===== config.mk =====
export PLATFORM = sky130hd
export DESIGN_NAME = limn2600_bus_arbiter_flat
export DESIGN_NICKNAME = d
export VERILOG_FILES = /design/src/rtl/limn2600_bus_pkg.sv /design/src/rtl/limn2600_bus_arbiter_if.sv /design/src/rtl/limn2600_rr_arbiter.sv /design/src/rtl/limn2600_bus_arbiter.sv /design/src/flat_wrapper.sv
export SDC_FILE = /design/constraint.sdc
export NUM_CORES = 1
export LEC_CHECK = 0
export ABC_AREA = 0
export CORE_AREA = 5 5 133 135
export CTS_BUF_LIST = sky130_fd_sc_hd__clkbuf_8 sky130_fd_sc_hd__clkbuf_16
export CTS_CLUSTER_SIZE = 20
export DETAILED_ROUTE_END_ITERATION = 10
export DIE_AREA = 0 0 138 140
export PLACE_DENSITY = 0.7
export SYNTH_ARGS = -nofsm -noshare
export SYNTH_HDL_FRONTEND = slang
export SYNTH_SLANG_ARGS = --single-unit

===== constraint.sdc =====
create_clock -name clk -period 5.3 [get_ports clk]
set_input_delay 1.06 -clock clk [delete_from_list [all_inputs] [get_ports clk]]
set_output_delay 1.06 -clock clk [all_outputs]
set_load 0.02 [all_outputs]

===== src/rtl/limn2600_bus_pkg.sv =====
// Shared definitions for the LIMN2600 bus arbiter: FSM encoding, the
// slave-select field inside the address, and fixed internal widths.
package limn2600_bus_pkg;

    // Arbiter FSM states.
    typedef enum logic [1:0] {
        ST_IDLE   = 2'd0,
        ST_ACCESS = 2'd1,
        ST_RESP   = 2'd2,
        ST_ERR    = 2'd3
    } arb_state_e;

    // Slave select is the top SEL_W bits of the address.
    localparam int SEL_W = 4;

    // Round-robin pointer / grant index width (covers up to 8 masters).
    localparam int PTR_W = 3;

    // Timeout counter width (covers TIMEOUT up to 65535).
    localparam int CNT_W = 16;

    // Bit position of the slave-select field for a given address width.
    function automatic int sel_lsb(input int addr_w);
        return addr_w - SEL_W;
    endfunction

endpackage


===== src/rtl/limn2600_bus_arbiter_if.sv =====
// Bundle of all master-side and slave-side bus signals around the arbiter.
//
// Handshake: a master raises m_cs with m_we/m_addr/m_wdata and holds them
// until it sees its m_rdy bit pulse for one cycle (m_err alongside on a bus
// error; m_rdata is valid in that same cycle). The arbiter holds one s_cs bit
// with s_we/s_addr/s_wdata stable until the selected slave raises its s_rdy
// bit (s_rdata valid in that cycle) or the timeout expires.
interface limn2600_bus_arbiter_if #(
    parameter int N_MASTERS = 2,
    parameter int N_SLAVES  = 2,
    parameter int DATA_W    = 32,
    parameter int ADDR_W    = 32
);
    logic [N_MASTERS-1:0]        m_cs;
    logic [N_MASTERS-1:0]        m_we;
    logic [N_MASTERS*ADDR_W-1:0] m_addr;
    logic [N_MASTERS*DATA_W-1:0] m_wdata;
    logic [DATA_W-1:0]           m_rdata;
    logic [N_MASTERS-1:0]        m_rdy;
    logic [N_MASTERS-1:0]        m_err;

    logic [N_SLAVES-1:0]         s_cs;
    logic                        s_we;
    logic [ADDR_W-1:0]           s_addr;
    logic [DATA_W-1:0]           s_wdata;
    logic [N_SLAVES*DATA_W-1:0]  s_rdata;
    logic [N_SLAVES-1:0]         s_rdy;

    // View of the requesting masters.
    modport master (
        output m_cs, m_we, m_addr, m_wdata,
        input  m_rdata, m_rdy, m_err
    );

    // View of the decoded slaves.
    modport slave (
        input  s_cs, s_we, s_addr, s_wdata,
        output s_rdata, s_rdy
    );

    // View of the arbiter sitting between both sides.
    modport arbiter (
        input  m_cs, m_we, m_addr, m_wdata,
        output m_rdata, m_rdy, m_err,
        output s_cs, s_we, s_addr, s_wdata,
        input  s_rdata, s_rdy
    );
endinterface


===== src/rtl/limn2600_rr_arbiter.sv =====
// Combinational round-robin selector: the first requester at or after the
// pointer wins, wrapping around to index 0.
module limn2600_rr_arbiter
    import limn2600_bus_pkg::*;
#(
    parameter int N = 2
) (
    input  logic [N-1:0]     req_i,
    input  logic [PTR_W-1:0] ptr_i,
    output logic [N-1:0]     grant_o,
    output logic [PTR_W-1:0] idx_o,
    output logic             valid_o
);

    // Two passes: indices at/after the pointer first, then the wrapped ones.
    always_comb begin
        grant_o = '0;
        idx_o   = '0;
        valid_o = 1'b0;
        for (int j = 0; j < N; j++) begin
            if (!valid_o && req_i[j] && (j >= int'(ptr_i))) begin
                valid_o    = 1'b1;
                grant_o[j] = 1'b1;
                idx_o      = PTR_W'(j);
            end
        end
        for (int j = 0; j < N; j++) begin
            if (!valid_o && req_i[j] && (j < int'(ptr_i))) begin
                valid_o    = 1'b1;
                grant_o[j] = 1'b1;
                idx_o      = PTR_W'(j);
            end
        end
    end

endmodule


===== src/rtl/limn2600_bus_arbiter.sv =====
// Multi-master / multi-slave bus arbiter. One transaction at a time:
// round-robin grant, address decode on the top address bits, slave wait
// with timeout, and a one-cycle ready (plus error) pulse back to the master.
// Every bus output comes straight from a register.
module limn2600_bus_arbiter
    import limn2600_bus_pkg::*;
#(
    parameter int N_MASTERS = 2,
    parameter int N_SLAVES  = 2,
    parameter int DATA_W    = 32,
    parameter int ADDR_W    = 32,
    parameter int TIMEOUT   = 255
) (
    input  logic                    clk,
    input  logic                    rst,
    limn2600_bus_arbiter_if.arbiter bus,
    output arb_state_e              dbg_state_o,
    output logic [PTR_W-1:0]        dbg_ptr_o
);

    localparam int              SEL_LSB  = sel_lsb(ADDR_W);
    localparam logic [CNT_W-1:0] CNT_LAST = CNT_W'(TIMEOUT - 1);

    arb_state_e              state_q, state_d;
    logic [N_MASTERS-1:0]    grant_q, grant_d;
    logic [PTR_W-1:0]        gidx_q, gidx_d;
    logic [PTR_W-1:0]        ptr_q, ptr_d;
    logic [CNT_W-1:0]        cnt_q, cnt_d;
    logic [N_SLAVES-1:0]     s_cs_q, s_cs_d;
    logic                    s_we_q, s_we_d;
    logic [ADDR_W-1:0]       s_addr_q, s_addr_d;
    logic [DATA_W-1:0]       s_wdata_q, s_wdata_d;
    logic [DATA_W-1:0]       m_rdata_q, m_rdata_d;
    logic [N_MASTERS-1:0]    m_rdy_q, m_rdy_d;
    logic [N_MASTERS-1:0]    m_err_q, m_err_d;

    logic [N_MASTERS-1:0]    rr_grant;
    logic [PTR_W-1:0]        rr_idx;
    logic                    rr_valid;

    logic                    req_we;
    logic [ADDR_W-1:0]       req_addr;
    logic [DATA_W-1:0]       req_wdata;
    logic [SEL_W-1:0]        req_sel;
    logic                    req_mapped;

    logic [DATA_W-1:0]       rd_data;
    logic                    rd_hit;
    logic [PTR_W-1:0]        ptr_next;

    limn2600_rr_arbiter #(
        .N (N_MASTERS)
    ) u_rr (
        .req_i   (bus.m_cs),
        .ptr_i   (ptr_q),
        .grant_o (rr_grant),
        .idx_o   (rr_idx),
        .valid_o (rr_valid)
    );

    // Pick the winning master's request fields and decode its slave.
    always_comb begin
        req_we    = 1'b0;
        req_addr  = '0;
        req_wdata = '0;
        for (int i = 0; i < N_MASTERS; i++) begin
            if (rr_grant[i]) begin
                req_we    = bus.m_we[i];
                req_addr  = bus.m_addr[i*ADDR_W +: ADDR_W];
                req_wdata = bus.m_wdata[i*DATA_W +: DATA_W];
            end
        end
        req_sel    = req_addr[SEL_LSB +: SEL_W];
        req_mapped = (int'(req_sel) < N_SLAVES);
    end

    // Only the selected slave's ready and read data are looked at.
    always_comb begin
        rd_data = '0;
        for (int j = 0; j < N_SLAVES; j++) begin
            if (s_cs_q[j]) begin
                rd_data = bus.s_rdata[j*DATA_W +: DATA_W];
            end
        end
        rd_hit = |(bus.s_rdy & s_cs_q);
    end

    assign ptr_next = (int'(gidx_q) == N_MASTERS - 1) ? '0 : gidx_q + PTR_W'(1);

    // Next-state and next-output logic of the arbiter FSM.
    // The error pulse is registered while leaving ERR, so it is visible in the
    // following IDLE cycle; IDLE does not grant while a pulse is on the bus, so
    // the finishing master has a cycle to drop m_cs before it could be regranted.
    always_comb begin
        state_d   = state_q;
        grant_d   = grant_q;
        gidx_d    = gidx_q;
        ptr_d     = ptr_q;
        cnt_d     = cnt_q;
        s_cs_d    = s_cs_q;
        s_we_d    = s_we_q;
        s_addr_d  = s_addr_q;
        s_wdata_d = s_wdata_q;
        m_rdata_d = m_rdata_q;
        m_rdy_d   = '0;
        m_err_d   = '0;
        case (state_q)
            ST_IDLE: begin
                if (rr_valid && (m_rdy_q == '0)) begin
                    grant_d   = rr_grant;
                    gidx_d    = rr_idx;
                    s_we_d    = req_we;
                    s_addr_d  = req_addr;
                    s_wdata_d = req_wdata;
                    cnt_d     = '0;
                    if (req_mapped) begin
                        for (int j = 0; j < N_SLAVES; j++) begin
                            s_cs_d[j] = (int'(req_sel) == j);
                        end
                        state_d = ST_ACCESS;
                    end else begin
                        state_d = ST_ERR;
                    end
                end
            end
            ST_ACCESS: begin
                if (rd_hit) begin
                    m_rdata_d = rd_data;
                    m_rdy_d   = grant_q;
                    s_cs_d    = '0;
                    state_d   = ST_RESP;
                end else if (cnt_q == CNT_LAST) begin
                    s_cs_d  = '0;
                    cnt_d   = cnt_q + CNT_W'(1);
                    state_d = ST_ERR;
                end else begin
                    cnt_d = cnt_q + CNT_W'(1);
                end
            end
            ST_RESP: begin
                ptr_d   = ptr_next;
                state_d = ST_IDLE;
            end
            ST_ERR: begin
                m_rdy_d   = grant_q;
                m_err_d   = grant_q;
                m_rdata_d = '0;
                ptr_d     = ptr_next;
                state_d   = ST_IDLE;
            end
            default: begin
                state_d = ST_IDLE;
            end
        endcase
    end

    // State and output registers; reset wins over any state.
    always_ff @(posedge clk) begin
        if (rst) begin
            state_q   <= ST_IDLE;
            grant_q   <= '0;
            gidx_q    <= '0;
            ptr_q     <= '0;
            cnt_q     <= '0;
            s_cs_q    <= '0;
            s_we_q    <= 1'b0;
            s_addr_q  <= '0;
            s_wdata_q <= '0;
            m_rdata_q <= '0;
            m_rdy_q   <= '0;
            m_err_q   <= '0;
        end else begin
            state_q   <= state_d;
            grant_q   <= grant_d;
            gidx_q    <= gidx_d;
            ptr_q     <= ptr_d;
            cnt_q     <= cnt_d;
            s_cs_q    <= s_cs_d;
            s_we_q    <= s_we_d;
            s_addr_q  <= s_addr_d;
            s_wdata_q <= s_wdata_d;
            m_rdata_q <= m_rdata_d;
            m_rdy_q   <= m_rdy_d;
            m_err_q   <= m_err_d;
        end
    end

    assign bus.s_cs     = s_cs_q;
    assign bus.s_we     = s_we_q;
    assign bus.s_addr   = s_addr_q;
    assign bus.s_wdata  = s_wdata_q;
    assign bus.m_rdata  = m_rdata_q;
    assign bus.m_rdy    = m_rdy_q;
    assign bus.m_err    = m_err_q;
    assign dbg_state_o  = state_q;
    assign dbg_ptr_o    = ptr_q;

endmodule


===== src/flat_wrapper.sv =====
// flat-port wrapper written by rule: the top's interface ports become plain ports
module limn2600_bus_arbiter_flat import limn2600_bus_pkg::*;
#(
    parameter int N_MASTERS = 2,
    parameter int N_SLAVES  = 2,
    parameter int DATA_W    = 32,
    parameter int ADDR_W    = 32,
    parameter int TIMEOUT   = 255
)
  (clk, rst, dbg_state_o, dbg_ptr_o, bus_m_cs, bus_m_we, bus_m_addr, bus_m_wdata, bus_m_rdata, bus_m_rdy, bus_m_err, bus_s_cs, bus_s_we, bus_s_addr, bus_s_wdata, bus_s_rdata, bus_s_rdy);
  limn2600_bus_arbiter_if #(.N_MASTERS(N_MASTERS), .N_SLAVES(N_SLAVES), .DATA_W(DATA_W), .ADDR_W(ADDR_W)) bus_i ();
  input  logic clk;
  input  logic rst;
  output arb_state_e dbg_state_o;
  output logic [PTR_W-1:0] dbg_ptr_o;
  input wire logic [$bits(bus_i.m_cs)-1:0] bus_m_cs;
  input wire logic [$bits(bus_i.m_we)-1:0] bus_m_we;
  input wire logic [$bits(bus_i.m_addr)-1:0] bus_m_addr;
  input wire logic [$bits(bus_i.m_wdata)-1:0] bus_m_wdata;
  output wire logic [$bits(bus_i.m_rdata)-1:0] bus_m_rdata;
  output wire logic [$bits(bus_i.m_rdy)-1:0] bus_m_rdy;
  output wire logic [$bits(bus_i.m_err)-1:0] bus_m_err;
  output wire logic [$bits(bus_i.s_cs)-1:0] bus_s_cs;
  output wire logic [$bits(bus_i.s_we)-1:0] bus_s_we;
  output wire logic [$bits(bus_i.s_addr)-1:0] bus_s_addr;
  output wire logic [$bits(bus_i.s_wdata)-1:0] bus_s_wdata;
  input wire logic [$bits(bus_i.s_rdata)-1:0] bus_s_rdata;
  input wire logic [$bits(bus_i.s_rdy)-1:0] bus_s_rdy;
  assign bus_i.m_cs = bus_m_cs;
  assign bus_i.m_we = bus_m_we;
  assign bus_i.m_addr = bus_m_addr;
  assign bus_i.m_wdata = bus_m_wdata;
  assign bus_m_rdata = bus_i.m_rdata;
  assign bus_m_rdy = bus_i.m_rdy;
  assign bus_m_err = bus_i.m_err;
  assign bus_s_cs = bus_i.s_cs;
  assign bus_s_we = bus_i.s_we;
  assign bus_s_addr = bus_i.s_addr;
  assign bus_s_wdata = bus_i.s_wdata;
  assign bus_i.s_rdata = bus_s_rdata;
  assign bus_i.s_rdy = bus_s_rdy;
  limn2600_bus_arbiter #(.N_MASTERS(N_MASTERS), .N_SLAVES(N_SLAVES), .DATA_W(DATA_W), .ADDR_W(ADDR_W), .TIMEOUT(TIMEOUT)) u_core (.clk(clk), .rst(rst), .bus(bus_i), .dbg_state_o(dbg_state_o), .dbg_ptr_o(dbg_ptr_o));
endmodule

== After elaboration in Yosys (flattened, before gate mapping) ==
Index checks and enable logic that the tools add are counted.

* Register bits after elaboration: 129
* Input bits: 200
* Output and inout port bits: 108

* Add/subtract/negate cells: 2
* $lt $le $gt $ge: 5
* Equal/unequal tests: 11
* Multiplexer cells: 36
* Bitwise logic cells: 2
* Reductions and logical operators: 24

{| class="wikitable"
|+ Operators by type and width
! cell !! number
|-
| $mux W32 || 7
|-
| $pmux W32 S2 || 1
|-
| $mux W16 || 2
|-
| $pmux W16 S2 || 1
|-
| $mux W2 || 9
|-
| $add A16 B1 Y16 const B || 1
|-
| $eq A16 B8 Y1 const B || 1
|-
| $mux W1 || 10
|-
| $mux W3 || 3
|-
| $logic_and A1 B1 Y1 || 8
|-
| $pmux W2 S2 || 2
|-
| $ge A1 B3 Y1 const A || 2
|-
| $lt A1 B3 Y1 const A || 2
|-
| $ne A2 B1 Y1 const B || 3
|-
| $pmux W2 S3 || 1
|-
| $reduce_and A2 Y1 || 3
|-
| $reduce_or A2 Y1 || 3
|-
| $eq A2 B2 Y1 const B || 2
|-
| $eq A4 B2 Y1 const B || 1
|-
| $logic_not A2 Y1 || 2
|-
| $logic_not A4 Y1 || 1
|-
| $lt A4 B2 Y1 const B || 1
|-
| $reduce_and A4 Y1 || 1
|-
| $reduce_bool A2 Y1 || 2
|-
| other kinds (9) || 11
|}

== Logic depth before layout (Yosys ltp) ==
Gate-level depths: netlist of run 1.

* Word-level depth: 20
* Mapped depth: 8

== Cells and area by module ==
A second synthesis of run 1 with hierarchy kept.

* Cell total of the unflattened synthesis: 591
* Area total of the unflattened synthesis: 5,502.8 um2

{| class="wikitable"
|+ By module, submodules not included
! module !! times used !! cells an instance !! area an instance (um2) !! seq. area each (um2)
|-
| limn2600_bus_arbiter || 1 || 582 || 5,447.7 || 2,582.5
|-
| limn2600_rr_arbiter || 1 || 9 || 55.1 || 0.0
|}

== Least setup slack after synthesis of run 1 ==
No wires, ideal clock.

* Path type: input to register
* From: input bus_m_cs[0]
* To: register u_core.s_wdata_q[10] (netlist: u_core.bus.s_wdata[10])
* Arrival: 2.250 ns
* Required time: 5.177 ns
* Setup slack: 2.928 ns
* Stages on the path: 7
* Buffers on the path: 2
* Cell sequence: nor2_1 nor3_4 and3b_1 buf_2 buf_2 a222oi_1 inv_1

* Longest elaborated chain between the ends: 16
* Elaborated cells between the ends (all ways): 21
* Classes of those cells: mux (9); reduce/logical (12)

{| class="wikitable"
|+ Ends and longest elaborated chain
! element !! RTL line !! source
|-
| start: declaration || flat_wrapper.sv:16 || <nowiki>input wire logic [$bits(bus_i.m_cs)-1:0] bus_m_cs;</nowiki>
|-
| $logic_and A1 B1 Y1 || limn2600_rr_arbiter.sv:21 || <nowiki>if (!valid_o && req_i[j] && (j >= int'(ptr_i))) begin</nowiki>
|-
| $mux W1 || limn2600_rr_arbiter.sv:21 ||
|-
| $logic_not A1 Y1 || limn2600_rr_arbiter.sv:21 ||
|-
| $logic_and A1 B1 Y1 (2 in series) || limn2600_rr_arbiter.sv:21 ||
|-
| $mux W1 || limn2600_rr_arbiter.sv:21 ||
|-
| $logic_not A1 Y1 || limn2600_rr_arbiter.sv:28 || <nowiki>if (!valid_o && req_i[j] && (j < int'(ptr_i))) begin</nowiki>
|-
| $logic_and A1 B1 Y1 (2 in series) || limn2600_rr_arbiter.sv:28 ||
|-
| $mux W1 || limn2600_rr_arbiter.sv:28 ||
|-
| $logic_not A1 Y1 || limn2600_rr_arbiter.sv:28 ||
|-
| $logic_and A1 B1 Y1 (2 in series) || limn2600_rr_arbiter.sv:28 ||
|-
| $mux W1 || limn2600_rr_arbiter.sv:28 ||
|-
| $logic_and A1 B1 Y1 || limn2600_bus_arbiter.sv:109 || <nowiki>if (rr_valid && (m_rdy_q == '0)) begin</nowiki>
|-
| $reduce_and A2 Y1 (no line) || n/a ||
|-
| end signal: assignment || limn2600_bus_arbiter.sv:181 || <nowiki>s_wdata_q <= s_wdata_d;</nowiki>
|-
| end: declaration || limn2600_bus_arbiter.sv:32 || <nowiki>logic [DATA_W-1:0] s_wdata_q, s_wdata_d;</nowiki>
|}

Several ways; a longest one is shown, not always the timed one.
A chain may end at the register's enable or synchronous reset.

== Worst setup path after layout of run 1 ==
* From: input bus_m_cs[1]
* To: register u_core.cnt_q[8]

* Longest elaborated chain between the ends: 14

{| class="wikitable"
|+ Ends and longest elaborated chain
! element !! RTL line !! source
|-
| $logic_and A1 B1 Y1 (2 in series) || limn2600_rr_arbiter.sv:21 ||
|-
| $mux W1 || limn2600_rr_arbiter.sv:21 ||
|-
| $logic_not A1 Y1 || limn2600_rr_arbiter.sv:28 ||
|-
| $logic_and A1 B1 Y1 (2 in series) || limn2600_rr_arbiter.sv:28 ||
|-
| $mux W1 || limn2600_rr_arbiter.sv:28 ||
|-
| $logic_not A1 Y1 || limn2600_rr_arbiter.sv:28 ||
|-
| $logic_and A1 B1 Y1 (2 in series) || limn2600_rr_arbiter.sv:28 ||
|-
| $mux W1 (*) || limn2600_rr_arbiter.sv:28 ||
|-
| $logic_and A1 B1 Y1 (*) || limn2600_bus_arbiter.sv:109 ||
|-
| $ne A2 B1 Y1 (no line) (*) || n/a ||
|-
| $reduce_and A3 Y1 (no line) (*) || n/a ||
|-
| end signal: assignment || limn2600_bus_arbiter.sv:177 || <nowiki>cnt_q <= cnt_d;</nowiki>
|-
| end: declaration || limn2600_bus_arbiter.sv:28 || <nowiki>logic [CNT_W-1:0] cnt_q, cnt_d;</nowiki>
|}

Mark *: on every way between the ends. The rest lies on a longest branch, timed or not.

==> impl_metrics.json, run 1 <==
{
  "status": "finished, final reports clean",
  "synth_commonest_cells": "dfxtp_1 (125), nor2_1 (120), inv_1 (41)",
  "syn_avg_cell_area_sq_um": 9.04,
  "ant_nets": 0,
  "cts.path.max_buffers": 2,
  "worst_slew_pin_slew_ns": 0.731,
  "post_cts_resized": 0,
  "setup_violations": 0,
  "post_cts_buffers": 0,
  "grt_max_degree": 62,
  "routed_wl_microns": 18700,
  "finalWorstSetupSlack_ns": 2.30,
  "fin_skew_ns": 0.00730,
  "cts_sinks": 125,
  "maxSlewViolCount": 0,
  "yosysWarnings": 0,
  "crit_required_ns": 5.65,
  "core_sq_um": 16300,
  "post-route-period-util_pct": 56.6,
  "post-synth-top-area-cell": "dfxtp_1",
  "dr_total_vias": 5383,
  "overflow": 0,
  "synth_enable_flop_cells": 0,
  "rows": 47,
  "synth_top_area_share_pct": 47.6,
  "dieArea_sq_um": 19300,
  "ys_seq_area_share_pct": 47.6,
  "die_x_microns": 138,
  "clk_pin_slew_ns": 0.05,
  "p_leak_nw": 3.57,
  "synth_area_sq_um": 5250,
  "netlist-cell-type-count": 48,
  "dieHeight_microns": 140,
  "grt_pass1_vias": 5189,
  "fmax_ghz": 0.334,
  "path_class": "input port to flip-flop",
  "postCtsHoldBufs": 0,
  "synthArstFlopShare_pct": 0,
  "p_per_area_nw_per_um2": 332,
  "cts_tree": "yes",
  "slew_headroom_pct": 51.2,
  "synthAdderAreaFrac_pct": 0.476,
  "rsz0062_at_grt": "no",
  "ioPinCount": 308,
  "synth-simple-area-share_pct": 15.0,
  "wl_per_cell_microns": 17.0,
  "regArea_sq_um": 2500,
  "whs_endpoint": "u_core.bus.m_rdy[1]$_SDFF_PP0_",
  "finish.utilization_pct": 55.4,
  "end_kind": "flip-flop",
  "synth_top_family_by_area": "compound AO/OA/AOI/OAI gates",
  "synthToLayoutAreaGrowth_pct": 72.4,
  "avgViaCountPerCell": 4.89,
  "synthMuxAreaShare_pct": 4.95,
  "track_usage_pct": 18.6,
  "min-delay-start": "u_core.grant_q[1]$_SDFFE_PP0P_",
  "yosys.area_share.xor_xnor_pct": 1.83,
  "reg2reg_depth": 6,
  "regToRegSetupSlack_ns": 3.07,
  "finalHoldViolCount": 0,
  "path_max_fanout": 14,
  "cap_violations": 0,
  "synth_most_common_cell": "dfxtp_1",
  "grt_pass1_wl_microns": 28700,
  "antennaDiodeCount": 0,
  "cp.arrival_ns": 3.35,
  "synth_compound_area_share_pct": 22.5,
  "drc": 0,
  "hold-path-cell-count": 2,
  "multi_input_area_sq_um": 2390,
  "ys_ff_latch": 125,
  "drt_pass1_iterations": 8,
  "cts-root-buf": "clkbuf_16",
  "r2r-start": "u_core.bus.s_cs[1]$_SDFFE_PP0P_",
  "dp_hpwl_microns": 13900,
  "r2r-end": "u_core.bus.s_cs[1]$_SDFFE_PP0P_",
  "cts_buffers": 17,
  "syn_inst": 581,
  "start_kind": "input port",
  "pre_cts_slack_ns": 1.86,
  "ys_top_cells_by_area": "dfxtp_1 (48%), nor2_1 (8.6%), a222oi_1 (6.9%)",
  "min_path_type": "flip-flop to flip-flop",
  "first_iter_violations": 354,
  "drive_gt1_share_pct": 5.91,
  "min_period_ns": 3.00,
  "htreeDepth": 4,
  "initial_utilization_pct": 32.1,
  "final_nets": 1069,
  "port-buffer-count": 305,
  "insertion_delay_ns": 0.41,
  "antenna_found_initial": 0,
  "nFillCells": 1512,
  "setup_tns_ns": 0,
  "gp_congestion": 0.846,
  "synth_top_flop_cell": "dfxtp_1",
  "ir_drop_uv": 241
}
==> layer usage <==
layer / global-route usage (%) / wire length (microns) / vias up
met3: 6.51 / 1500 / 26
met1: 22.9 / 7850 / 2475
met5: 0 / 0 / -
met4: 5.56 / 346 / 0
li1: - / - / 2677
met2: 30.6 / 9050 / 205
==> critical path, cell delays in order <==
cell	delay (ns)
clkdlybuf4s50_1	0.51
nor2_1	0.47
nor3_4	0.14
or2_0	0.49
or4_1	0.60
nand2_1	0.07
==> state kept, by name (all words and copies together), names as in the netlist <==
| register | cells |
|---|---|
| u_core.bus.s_wdata | 32 |
| u_core.bus.s_addr | 32 |
| u_core.bus.m_rdata | 32 |
| u_core.bus.m_rdy | 2 |
| u_core.bus.s_we | 1 |
| u_core.dbg_ptr_o | 1 |
| u_core.cnt_q | 16 |
| u_core.dbg_state_o | 2 |
| u_core.bus.m_err | 2 |
| u_core.grant_q | 2 |
| u_core.gidx_q | 1 |
| u_core.bus.s_cs | 2 |
==> cell families after synthesis <==
kind of cell	count (synthesis)
XOR/XNOR	11
buffers and inverters	90
flip-flops	125
AND/OR/NAND/NOR	172
multiplexers	26
other	1
adder cells (fa/ha/maj)	2
AO/OA/AOI/OAI	154
==> cells in the final DEF (no fill, tap or decap), types with 3 or more instances in the layout <==
cell type | netlist | final
o21ai_0 | 4 | 4
a222oi_1 | 36 | 36
nand4_1 | 9 | 9
nand3_1 | 4 | 4
a21o_1 | 3 | 3
dfxtp_1 | 125 | 125
nand2b_1 | 5 | 5
clkbuf_16 | 0 | 17
and3_1 | 6 | 6
nor2_1 | 120 | 119
nand2_1 | 8 | 8
a22oi_1 | 35 | 35
xor2_1 | 9 | 9
buf_4 | 7 | 10
inv_1 | 41 | 43
bufinv_16 | 0 | 3
a211oi_1 | 29 | 29
mux2i_1 | 26 | 26
clkinv_2 | 0 | 3
clkbuf_8 | 0 | 3
a21oi_1 | 34 | 34
clkdlybuf4s50_1 | 0 | 304
o211ai_1 | 3 | 3
==> through the flow <==
stage	instance area [sq um]	power, mW	cells	hold WS, ns
after floorplan	5260	1.46	582	0.419
final	9050	3.01	1100	0.446
after CTS	9050	3.04	1100	0.448
after detailed placement	8440	1.85	1068	0.446
after global placement	8440	1.84	1068	0.440
after global routing	9050	3.14	1100	0.481
==> cell type report <==
class / instances / area share (%)
clock buffers: 20 / 5.15
clock inverters: 12 / 1.60
inverters: 41 / 1.70
multi-input cells: 367 / 26.4
flip-flops and latches: 125 / 27.6
well taps: 220 / 3.04
repair buffers: 315 / 34.5
==> worst max path at each step <==
stage / start / endpoint / slack [ns] / depth (start not counted)
floorplan: bus_m_cs[0] / u_core.bus.s_wdata[10]$_SDFFE_PP0P_ / 2.93 / 7
detailed placement: bus_m_cs[1] / u_core.cnt_q[8]$_SDFFE_PP0P_ / 1.86 / 6
CTS: bus_m_cs[1] / u_core.cnt_q[8]$_SDFFE_PP0P_ / 2.29 / 6
global placement: bus_m_cs[1] / u_core.cnt_q[8]$_SDFFE_PP0P_ / 1.88 / 6
global route: bus_m_cs[1] / u_core.cnt_q[12]$_SDFFE_PP0P_ / 2.16 / 6
finish: bus_m_cs[1] / u_core.cnt_q[8]$_SDFFE_PP0P_ / 2.30 / 6
==> report_power, final <==
group	total (mW)	internal, mW	switching [mW]	leakage (nW)
logic	0.745	0.374	0.371	2.24
registers	1.08	1.03	0.0507	1.02
clock network	1.19	0.772	0.414	0.304
No activity file was read; power rests on OpenSTA's default activity.
==> inputs of run 2 (changes only) <==
--- a/config.mk
+++ b/config.mk
@@ -11,7 +11,7 @@
 export CTS_CLUSTER_SIZE = 20
 export DETAILED_ROUTE_END_ITERATION = 10
 export DIE_AREA = 0 0 138 140
-export PLACE_DENSITY = 0.7
+export PLACE_DENSITY = 0.73
 export SYNTH_ARGS = -nofsm -noshare
 export SYNTH_HDL_FRONTEND = slang
 export SYNTH_SLANG_ARGS = --single-unit
==> constraint.sdc (replaced) <==
create_clock -name clk -period 2.6 [get_ports clk]
set_input_delay 0.52 -clock clk [delete_from_list [all_inputs] [get_ports clk]]
set_output_delay 0.52 -clock clk [all_outputs]
set_load 0.02 [all_outputs]
==> run 2 against run 1 <==
Sequential share of layout area down 0.31 points; clock skew about the same; first-iteration DRC count down 9.9%; cell count up 0.64%; combinational power up 110%; critical endpoint is now dbg_state_o[1]; highest routed layer unchanged.
==> impl_metrics.json, run 2 (synthesis results as in run 1) <==
{
  "start_kind": "flip-flop",
  "top_layer": "met4",
  "final_cell_mix": "clkdlybuf4s50_1 (304), dfxtp_1 (125), nor2_1 (119)",
  "rows": 47,
  "crit_chain": "clkdlybuf4s50_1",
  "crit_buf_inv": 1,
  "fin_skew_ns": 0.00772,
  "multi_input_area_sq_um": 2390,
  "wl_per_cell_microns": 17.1,
  "gp_congestion": 0.851,
  "track_usage_pct": 18.7,
  "place_inst": 1076,
  "overflow": 0,
  "p_sw_mw": 1.72,
  "setup_violations": 0,
  "htreeDepth": 4,
  "worst_slew_pin_slew_ns": 0.640,
  "min_path_type": "flip-flop to flip-flop",
  "postCtsHoldBufs": 0,
  "p_per_area_nw_per_um2": 667,
  "routed_wl_microns": 19000,
  "seqPwrFrac_pct": 36.0,
  "max_stage_delay_ns": 0.72,
  "dieHeight_microns": 140,
  "insertion_delay_ns": 0.41,
  "swShare_pct": 28.2,
  "initial_utilization_pct": 32.1,
  "ant_nets": 0,
  "path_class": "flip-flop to output pin",
  "path_delay_family": "buffers and inverters",
  "final_common_cell": "clkdlybuf4s50_1",
  "ir_drop_uv": 410,
  "cts-root-buf": "clkbuf_16",
  "path_max_fanout": 10,
  "drc": 0,
  "post-route-period-util_pct": 88.2,
  "grt_pass1_wl_microns": 28800,
  "cts_buffers": 17,
  "wl_met2_microns": 9540,
  "crit_slowest_cell": "clkdlybuf4s50_1",
  "grt_pass1_vias": 5208,
  "p_int_mw": 4.38,
  "maxSlewViolCount": 0,
  "finalHoldViolCount": 0,
  "post_cts_buffers": 0,
  "slew_headroom_pct": 57.3,
  "port-buffer-count": 305,
  "core_sq_um": 16300,
  "met1_length_microns": 7650,
  "antenna_found_initial": 0,
  "setup_tns_ns": 0,
  "finish.utilization_pct": 56.0,
  "power_frac_comb_pct": 25.5,
  "grt_max_degree": 60,
  "wl_met3_microns": 1620,
  "first_iter_violations": 319,
  "synthToLayoutAreaGrowth_pct": 74.3,
  "cap_violations": 0,
  "fmax_ghz": 0.436,
  "cts_tree": "yes",
  "end_kind": "output pin",
  "p_clk_share_pct": 38.4,
  "drive_gt1_share_pct": 6.65,
  "avgViaCountPerCell": 4.91,
  "instances_no_fill": 1107,
  "cts.path.max_buffers": 2,
  "dp_hpwl_microns": 14300,
  "cp_num_cells": 1,
  "final_nets": 1077,
  "status": "finished, final reports clean",
  "crit_required_ns": 2.08,
  "rsz0062_at_grt": "no",
  "drt_pass1_iterations": 5,
  "regArea_sq_um": 2500,
  "die_x_microns": 138,
  "ioPinCount": 308,
  "antennaDiodeCount": 0,
  "hold-path-cell-count": 1,
  "nFillCells": 1485,
  "reg2reg_depth": 5,
  "p_leak_nw": 3.62,
  "cts_sinks": 125,
  "clk_pin_slew_ns": 0.05,
  "dieArea_sq_um": 19300,
  "dr_total_vias": 5439,
  "cp.arrival_ns": 1.77,
  "min_period_ns": 2.29,
  "post_cts_resized": 0
}
-- run 2: cell types whose count changed in the layout (fill, tap and decap cells not counted) --
| cell | delta |
|---|---|
| buf_4 | +2 |
| clkinv_2 | +2 |
| buf_12 | +6 |
| clkbuf_8 | -3 |
-- run 2: layout make-up --
cell class / instances / share of cell area, %
inverter: 41 / 1.68
sequential: 125 / 27.3
clock buffer: 17 / 4.65
multi-input combinational: 367 / 26.1
clock inverter: 14 / 1.69
tap: 220 / 3.01
timing repair buffer: 323 / 35.6
-- run 2: worst paths after layout --
check	start	endpoint	slack, ns
setup / recovery	u_core.dbg_state_o[1]$_SDFFE_PP0P_	dbg_state_o[1]	0.31
hold / removal	u_core.gidx_q[0]$_SDFFE_PP0P_	u_core.gidx_q[0]$_SDFFE_PP0P_	0.45
setup reg to reg	u_core.dbg_state_o[1]$_SDFFE_PP0P_	u_core.bus.s_cs[1]$_SDFFE_PP0P_	0.62
hold reg to reg	u_core.gidx_q[0]$_SDFFE_PP0P_	u_core.gidx_q[0]$_SDFFE_PP0P_	0.45
-- run 2: metal layers --
layer  up-vias  GRT usage (%)
li1       2688              -
met1      2518           21.8
met2       222           32.5
met3        11           6.95
met4         0           4.73
met5         -              0
-- run 2: metrics by stage --
stage          instance area [sq um]  power [mW]  worst slack [ns]  hold slack (ns)
3_3_place_gp                    8580        3.80             0.171            0.434
2_1_floorplan                   5260        2.98             0.768            0.419
3_5_place_dp                    8580        3.81             0.125            0.440
6_report                        9160        6.11             0.308            0.448
4_1_cts                         9160        6.19             0.247            0.452
5_1_grt                         9160        6.39             0.218            0.463
-- run 2: power groups by stage --
stage               registers (mW)  clock network, mW  logic, mW
global route                  2.23               2.50       1.67
finish                        2.20               2.35       1.56
CTS                           2.20               2.41       1.58
global placement              2.24                  0       1.56
detailed placement            2.24                  0       1.57
floorplan                     2.42                  0      0.558
==> patch, RTL diff (flow settings as in run 2) <==
`N_SLAVES` is set to 2 in 3 places; all go to 4.
--- a/src/rtl/limn2600_bus_arbiter_if.sv
+++ b/src/rtl/limn2600_bus_arbiter_if.sv
@@ -7,7 +7,7 @@
 // bit (s_rdata valid in that cycle) or the timeout expires.
 interface limn2600_bus_arbiter_if #(
     parameter int N_MASTERS = 2,
-    parameter int N_SLAVES  = 2,
+    parameter int N_SLAVES  = 4,
     parameter int DATA_W    = 32,
     parameter int ADDR_W    = 32
 );
--- a/src/rtl/limn2600_bus_arbiter.sv
+++ b/src/rtl/limn2600_bus_arbiter.sv
@@ -6,7 +6,7 @@
     import limn2600_bus_pkg::*;
 #(
     parameter int N_MASTERS = 2,
-    parameter int N_SLAVES  = 2,
+    parameter int N_SLAVES  = 4,
     parameter int DATA_W    = 32,
     parameter int ADDR_W    = 32,
     parameter int TIMEOUT   = 255
--- a/src/flat_wrapper.sv
+++ b/src/flat_wrapper.sv
@@ -2,7 +2,7 @@
 module limn2600_bus_arbiter_flat import limn2600_bus_pkg::*;
 #(
     parameter int N_MASTERS = 2,
-    parameter int N_SLAVES  = 2,
+    parameter int N_SLAVES  = 4,
     parameter int DATA_W    = 32,
     parameter int ADDR_W    = 32,
     parameter int TIMEOUT   = 255
Interface: changed (resized bus_s_cs, bus_s_rdata and bus_s_rdy); port bits go from 308 to 376. The function was not compared with the original's and may differ.
==> patch against run 2 <==
Clock skew decreased by 1.9 ps. Sequential cell count increased by 2. Critical path depth unchanged. Non-clock buffer count increased by 75. Utilization increased by 8.6 points. Synthesized area increased by 14%. Cell area increased by 15%. Worst setup slack got worse by 36 ps. Routed wire length increased by 27%. Power increased by 0.81%. Combinational power increased by 8%.
==> patch: results <==
export IMPL_dp_slack_ps=198
export IMPL_met3_length_um=2030
export IMPL_leakagePower_nw=3.97
export IMPL_grt_max_degree=72
export IMPL_fill_cells=1501
export IMPL_maxSlewHeadroom=0.624
export IMPL_p_comb_mw=1.68
export IMPL_drtIter0Drc=338
export IMPL_min_from="u_core.bus.s_addr[9]"
export IMPL_min_to="u_core.bus.s_addr[9]"
export IMPL_synth_top_cells_by_count="127 x dfxtp_1, 102 x nand2_1, 59 x nor2_1, 45 x clkbuf_1, 40 x a211oi_1"
export IMPL_r2r_end="u_core.cnt_q[14]"
export IMPL_grt_total_usage=0.238
export IMPL_reg2reg_slack_ps=710
export IMPL_clock_skew_ps=5.79
export IMPL_final_cells=1299
export IMPL_comb_power_share=0.273
export IMPL_synth_xor_area_frac=0.0161
export IMPL_status="completed"
export IMPL_gp_congestion=0.935
export IMPL_synth_compound_area_frac=0.232
export IMPL_synth_cell_types=47
export IMPL_synth_area_per_cell_um2=8.43
export IMPL_yosysSeqAreaShare=0.424
export IMPL_ir_drop_mv=0.476
export IMPL_routed_wl_um=24000
export IMPL_synth_area_mux_share=0.0570
export IMPL_hold_slack_ps=432
export IMPL_dp_cells=1267
export IMPL_power_frac_seq=0.362
export IMPL_grt_first_pass_wirelength_um=36700
export IMPL_fmax_mhz=429
## patch: cell count changes after synthesis, moves of 30 or more
| cell | run 2 | this run |
|---|---|---|
| nor2b_1 | 1 | 37 |
| o21ai_0 | 4 | 34 |
| nand2_1 | 8 | 102 |
| a222oi_1 | 36 | 0 |
| nor2_1 | 120 | 59 |
| a221oi_1 | 0 | 32 |
| nor3_1 | 2 | 36 |
| inv_1 | 41 | 4 |
## patch: cell type report
class / instances / area (um^2) / share of cell area
timing repair buffer: 398 / 3980 / 0.377
clock buffer: 20 / 467 / 0.0442
multi-input combinational: 518 / 3180 / 0.302
sequential: 127 / 2540 / 0.241
inverter: 4 / 15.0 / 0.00142
clock inverter: 12 / 93.8 / 0.00889
tap: 220 / 275 / 0.0261
## patch: routing by layer
layer / track usage / vias to the layer above
li1: - / 3280
met1: 0.281 / 3007
met2: 0.407 / 276
met3: 0.0862 / 31
met4: 0.0702 / 0
met5: 0 / -
